`config.mk`:
```
export PLATFORM = sky130hd
export DESIGN_NAME = crc16_frame_ctrl
export DESIGN_NICKNAME = d
export VERILOG_FILES = /design/src/rtl/crc16_pkg.sv /design/src/rtl/crc16_ser_core.sv /design/src/rtl/crc16_frame_ctrl.sv
export SDC_FILE = /design/constraint.sdc
export NUM_CORES = 1
export LEC_CHECK = 0
export ABC_AREA = 1
export BUFFER_PORTS_ARGS = -buffer_cell sky130_fd_sc_hd__buf_2
export CORE_ASPECT_RATIO = 1.75
export CORE_MARGIN = 2
export CORE_UTILIZATION = 45
export CTS_CLUSTER_DIAMETER = 80
export DETAILED_ROUTE_END_ITERATION = 8
export PLACE_DENSITY = 0.77
export SLEW_MARGIN = 20
export SYNTH_ARGS = -nofsm -noshare
export SYNTH_HDL_FRONTEND = slang
export SYNTH_SLANG_ARGS = --single-unit
```
`constraint.sdc`:
```
create_clock -name clk_i -period 3.7 [get_ports clk_i]
set_clock_uncertainty 0.15 [all_clocks]
set_input_delay 0.185 -clock clk_i [delete_from_list [all_inputs] [get_ports clk_i]]
set_output_delay 0.185 -clock clk_i [all_outputs]
set_load 0.02 [all_outputs]
```
`src/rtl/crc16_pkg.sv`:
```
// Shared types and constants for the serial CRC-16 frame front end.
package crc16_pkg;

  typedef logic [15:0] crc16_t;

  localparam crc16_t CRC16_POLY = 16'h8005;
  localparam crc16_t CRC16_INIT = 16'h0000;

  typedef enum logic [1:0] {
    IDLE,
    SHIFT,
    DONE
  } fsm_e;

endpackage

```
`src/rtl/crc16_ser_core.sv`:
```
// Serial CRC-16 LFSR, MSB-first, one bit absorbed per enabled clock.
module crc16_ser_core
  import crc16_pkg::*;
#(
  parameter crc16_t POLY = CRC16_POLY,
  parameter crc16_t INIT = CRC16_INIT
) (
  input  logic   clk_i,
  input  logic   rst_i,
  input  logic   en_i,
  input  logic   clr_i,
  input  logic   data_i,
  output crc16_t crc_o
);

  crc16_t crc_q;
  logic   fb;

  assign fb    = crc_q[15] ^ data_i;
  assign crc_o = crc_q;

  // LFSR register: clear wins over enable so an abort never absorbs a stray bit.
  always_ff @(posedge clk_i or posedge rst_i) begin
    // NOTE: sequential state uses non-blocking assignments so every flop samples pre-edge values.
    if (rst_i) begin
      crc_q <= INIT;
    end else if (clr_i) begin
      crc_q <= INIT;
    end else if (en_i) begin
      crc_q <= {crc_q[14:0], 1'b0} ^ (fb ? POLY : 16'h0000);
    end
  end

endmodule

```
`src/rtl/crc16_frame_ctrl.sv`:
```
// Byte-stream sequencer: serialises framed beats MSB-first into the CRC core
// and presents the frame CRC until the consumer takes it.
module crc16_frame_ctrl
  import crc16_pkg::*;
#(
  parameter int     DATA_W = 8,
  parameter crc16_t POLY   = CRC16_POLY,
  parameter crc16_t INIT   = CRC16_INIT
) (
  input  logic              clk_i,
  input  logic              rst_i,
  input  logic [DATA_W-1:0] s_data_i,
  input  logic              s_last_i,
  input  logic              s_valid_i,
  output logic              s_ready_o,
  input  logic              abort_i,
  output crc16_t            crc_o,
  output logic              crc_valid_o,
  input  logic              crc_ready_i,
  output logic              busy_o
);

  localparam int                CNT_W   = (DATA_W > 1) ? $clog2(DATA_W) : 1;
  localparam logic [CNT_W-1:0]  CNT_MAX = CNT_W'(DATA_W - 1);

  fsm_e              state_q, state_d;
  logic [DATA_W-1:0] sh_q;
  logic [CNT_W-1:0]  cnt_q;
  logic              last_q;
  logic              in_frame_q;

  logic   at_last_bit;
  logic   accept;
  logic   crc_take;
  logic   lfsr_en;
  logic   lfsr_clr;
  crc16_t lfsr;

  // The final bit of a beat is the only point where a new beat can join the
  // running frame without a bubble; abort blocks every acceptance.
  assign at_last_bit = (state_q == SHIFT) && (cnt_q == CNT_MAX);
  assign s_ready_o   = !abort_i && ((state_q == IDLE) || (at_last_bit && !last_q));
  assign accept      = s_valid_i && s_ready_o;
  assign crc_take    = (state_q == DONE) && crc_ready_i && !abort_i;
  assign lfsr_en     = (state_q == SHIFT);
  assign lfsr_clr    = abort_i || crc_take;

  assign crc_valid_o = (state_q == DONE);
  assign crc_o       = (state_q == DONE) ? lfsr : INIT;
  assign busy_o      = in_frame_q;

  crc16_ser_core #(
    .POLY (POLY),
    .INIT (INIT)
  ) u_core (
    .clk_i  (clk_i),
    .rst_i  (rst_i),
    .en_i   (lfsr_en),
    .clr_i  (lfsr_clr),
    .data_i (sh_q[DATA_W-1]),
    .crc_o  (lfsr)
  );

  // State register.
  always_ff @(posedge clk_i or posedge rst_i) begin
    if (rst_i) state_q <= IDLE;
    else       state_q <= state_d;
  end

  // Next-state logic; abort returns to IDLE from anywhere.
  always_comb begin
    // NOTE: default assigned first so no path through the block leaves state_d unassigned (no latch).
    state_d = state_q;
    if (abort_i) begin
      state_d = IDLE;
    end else begin
      case (state_q)
        IDLE:    if (accept) state_d = SHIFT;
        SHIFT: begin
          if (at_last_bit) begin
            if (accept)      state_d = SHIFT;
            else if (last_q) state_d = DONE;
            else             state_d = IDLE;
          end
        end
        DONE:    if (crc_ready_i) state_d = IDLE;
        default: state_d = IDLE;
      endcase
    end
  end

  // Beat shift register, bit counter and frame-tracking flags.
  always_ff @(posedge clk_i or posedge rst_i) begin
    // NOTE: the shift register is a plain register, not a memory, so it is reset with the rest of the state.
    if (rst_i) begin
      sh_q       <= '0;
      cnt_q      <= '0;
      last_q     <= 1'b0;
      in_frame_q <= 1'b0;
    end else if (abort_i) begin
      cnt_q      <= '0;
      last_q     <= 1'b0;
      in_frame_q <= 1'b0;
    end else begin
      if (accept) begin
        sh_q       <= s_data_i;
        last_q     <= s_last_i;
        cnt_q      <= '0;
        in_frame_q <= 1'b1;
      end else if (state_q == SHIFT) begin
        sh_q  <= {sh_q[DATA_W-2:0], 1'b0};
        cnt_q <= at_last_bit ? '0 : cnt_q + 1'b1;
      end
      if (crc_take) begin
        in_frame_q <= 1'b0;
      end
    end
  end

endmodule

```
==> flow_summary.json <==
{
  "path_clk_slew_ps": 60,
  "finalCritPeriodShare_pct": 50.0,
  "min_period_ps": 1850,
  "grt_antenna_before_repair": 0,
  "dr.pass1.iters": 4,
  "die_h_um": 84.1,
  "clockRootBuffer": "clkbuf_8",
  "relSlewSlack_pct": 57.7,
  "place_area_um2": 1830,
  "synth.distinct_cells": 21,
  "cts.sinks": 31,
  "finish.utilization_pct": 57.1,
  "cp.required_ps": 3370,
  "globalRouteTotalUtil_pct": 18.1,
  "ant_nets": 0,
  "clkPwrFrac_pct": 35.3,
  "ir_worst_vdd_uv": 419,
  "hpwl_um": 2390,
  "powerDensity_nw_per_um2": 406,
  "rows": 29,
  "synth_compound_area_share_pct": 7.74,
  "worst_pin_slew_ps": 632,
  "postCtsSetupRepairBufs": 0,
  "grt_pass1_vias": 1435,
  "core_area_um2": 3560,
  "final_hold_viol_count": 0,
  "initial_core_util_pct": 46.4,
  "drtIter0Drc": 41,
  "crit_top_cell": "nand2_1",
  "fin_nets": 285,
  "synth_top_area_share_pct": 47.0,
  "synthCells": 225,
  "rrSetupSlack_ps": 1900,
  "synth_fp_nets": 241,
  "hold_path_class": "input pin to register",
  "syn_avg_cell_area_um2": 7.33,
  "setup_violations": 0,
  "port_buffers": 32,
  "cts_tree": "done",
  "drc_errors": 0,
  "h-tree-depth": 2,
  "fmax_mhz": 541,
  "crit_slowest_cell": "dfrtp_1",
  "vias_per_cell": 4.78,
  "muxShareOfSynthArea_pct": 0,
  "gp_congestion": 0.888,
  "grt_max_degree": 34,
  "synth_xor_area_share_pct": 0,
  "status": "finished, final reports clean",
  "p_int_w": 0.000592,
  "switchingPower_w": 0.000233,
  "die_x_um": 49.8,
  "slew_violations": 0,
  "pwr-share-comb_pct": 17.0,
  "crit_chain": "ha_1 -> ha_1 -> nand2_1 -> nand2_1 -> nand2_1 -> inv_1 -> buf_2",
  "path_buf_inv": 2,
  "avgRoutedWirePerCell_um": 10.6,
  "fin_area_um2": 2030,
  "fp.dieArea_um2": 4180,
  "grt_pass1_wl_um": 5830,
  "synthTopCellsByArea": "dfrtp_1, nand2_1, inv_1",
  "synth_top_family_by_area": "simple AND/OR/NAND/NOR gates",
  "ios": 33,
  "ys_warn_count": 0,
  "leakage_nw": 1.16,
  "syn_area_um2": 1650,
  "cp-start-kind": "register",
  "path_delay_family": "adder cells",
  "switching_share_pct": 28.2,
  "synthAdderAreaFrac_pct": 1.52,
  "layout-drive-gt1-share_pct": 17.8,
  "synth_top_area_cell": "dfrtp_1",
  "synthSimpleGateAreaFrac_pct": 30.6,
  "num_antenna_cells": 0,
  "seqPwrFrac_pct": 47.7,
  "ys_ff_latch": 31,
  "syn2layout_area_growth_pct": 23.1,
  "clk_path_buf_depth": 2,
  "critPathKind": "register to primary output",
  "vias": 1511,
  "finalWirelength_um": 3340,
  "cts_buffers": 5,
  "rsz0062_at_grt": "false",
  "endpoint_kind": "primary output",
  "critPathMaxFanout": 4,
  "cpPeakStageDelay_ps": 390,
  "clk_latency_ps": 280,
  "fin_tns_setup_ps": 0,
  "cp.arrival_ps": 1510,
  "drv_cap": 0,
  "overflow": 0,
  "ys_seq_area_share_pct": 47.0
}
-- layout by cell type (no fill, tap or decap), drive strengths merged --
cell         Yosys  layout
buf              6      33
a211oi           1       1
dlygate4sd3      0      10
nand3           20      20
o21a             1       1
clkbuf           0       8
dfrtp           31      31
a31oi            1       1
inv             46      46
nor2            25      25
nand2           69      69
a21oi            3       3
o21ai           15      15
nand4            5       5
ha               2       2
-- metal layers --
metal	global-route usage (%)	vias up	wire length (um)
met4	11.4	0	112
li1	-	770	-
met3	5.38	9	156
met1	18.7	688	1340
met5	0	-	0
met2	30.9	44	1720
-- what timing repair did --
| action | in CTS | in global routing |
|---|---|---|
| setup endpoints to repair | 0 | 0 |
| endpoints found under the hold margin | 24 | 0 |
| resized for setup | 0 | 0 |
| hold buffers | 10 | 0 |
-- tightest hold or removal path, stage by stage --
cell and delay [ps]:
buf_2 80, nor2_1 60, nand2_1 90, nand2_1 50
-- synth_stat cells --
library cell   n
a21oi_1        2
ha_1           2
nor2_4         1
buf_2          2
nand3_1       19
inv_2          3
o21ai_0       13
inv_1         43
buf_4          3
a31oi_1        1
o21ai_1        2
nor2_1        24
buf_6          1
nand2_1       68
o21a_1         1
a21oi_4        1
nand3_2        1
a211oi_2       1
dfrtp_1       31
nand2_4        1
nand4_1        5
-- power groups by stage --
stage | Sequential [W] | Clock (W) | Combinational [W]
final | 0.000394 | 0.000291 | 0.000140
after global routing | 0.000397 | 0.000316 | 0.000163
after CTS | 0.000393 | 0.000300 | 0.000142
after detailed placement | 0.000400 | 0 | 0.000133
after global placement | 0.000398 | 0 | 0.000131
after floorplan | 0.000396 | 0 | 0.000105
-- stage by stage --
stage | setup slack (ps) | instances | hold WS, ps | total power (W)
floorplan | 2180 | 225 | 139 | 0.000501
global placement | 1940 | 298 | 123 | 0.000529
detailed placement | 1900 | 298 | 125 | 0.000532
CTS | 1840 | 316 | 57.0 | 0.000835
global route | 1690 | 316 | 69.5 | 0.000876
finish | 1850 | 316 | 70.5 | 0.000825
-- registers in the layout, indices dropped and copies added, names as in the netlist --
register,flops
u_core.crc_o,16
sh_q,8
cnt_q,3
state_q,2
busy_o,1
last_q,1
-- cell families (layout without fill, tap and decap cells) --
family | Yosys count | after routing
buffers and inverters | 52 | 97
AOI/OAI and AO/OA | 21 | 21
adders and majority gates | 2 | 2
and+or+nand+nor | 119 | 119
DFF | 31 | 31
-- path summary, 6_finish.rpt --
path                        startpoint         endpoint  cells after the start
setup / recovery              cnt_q[0]        s_ready_o                      7
hold / removal             crc_ready_i       state_q[1]                      4
setup reg to reg              cnt_q[0]           busy_o                      7
hold reg to reg                 busy_o           busy_o                      1
max in group asynchronous        rst_i  u_core.crc_o[4]                      4
min in group asynchronous        rst_i           busy_o                      3
-- cell type report --
| class | count | area, um2 |
|---|---|---|
| Clock buffer | 8 | 100 |
| Fill cell | 358 | 1530 |
| Inverter | 46 | 173 |
| Sequential cell | 31 | 776 |
| Tap cell | 46 | 57.6 |
| Multi-Input combinational cell | 142 | 657 |
| Timing Repair Buffer | 43 | 268 |
Note: power is estimated with default switching activity, not from simulation.
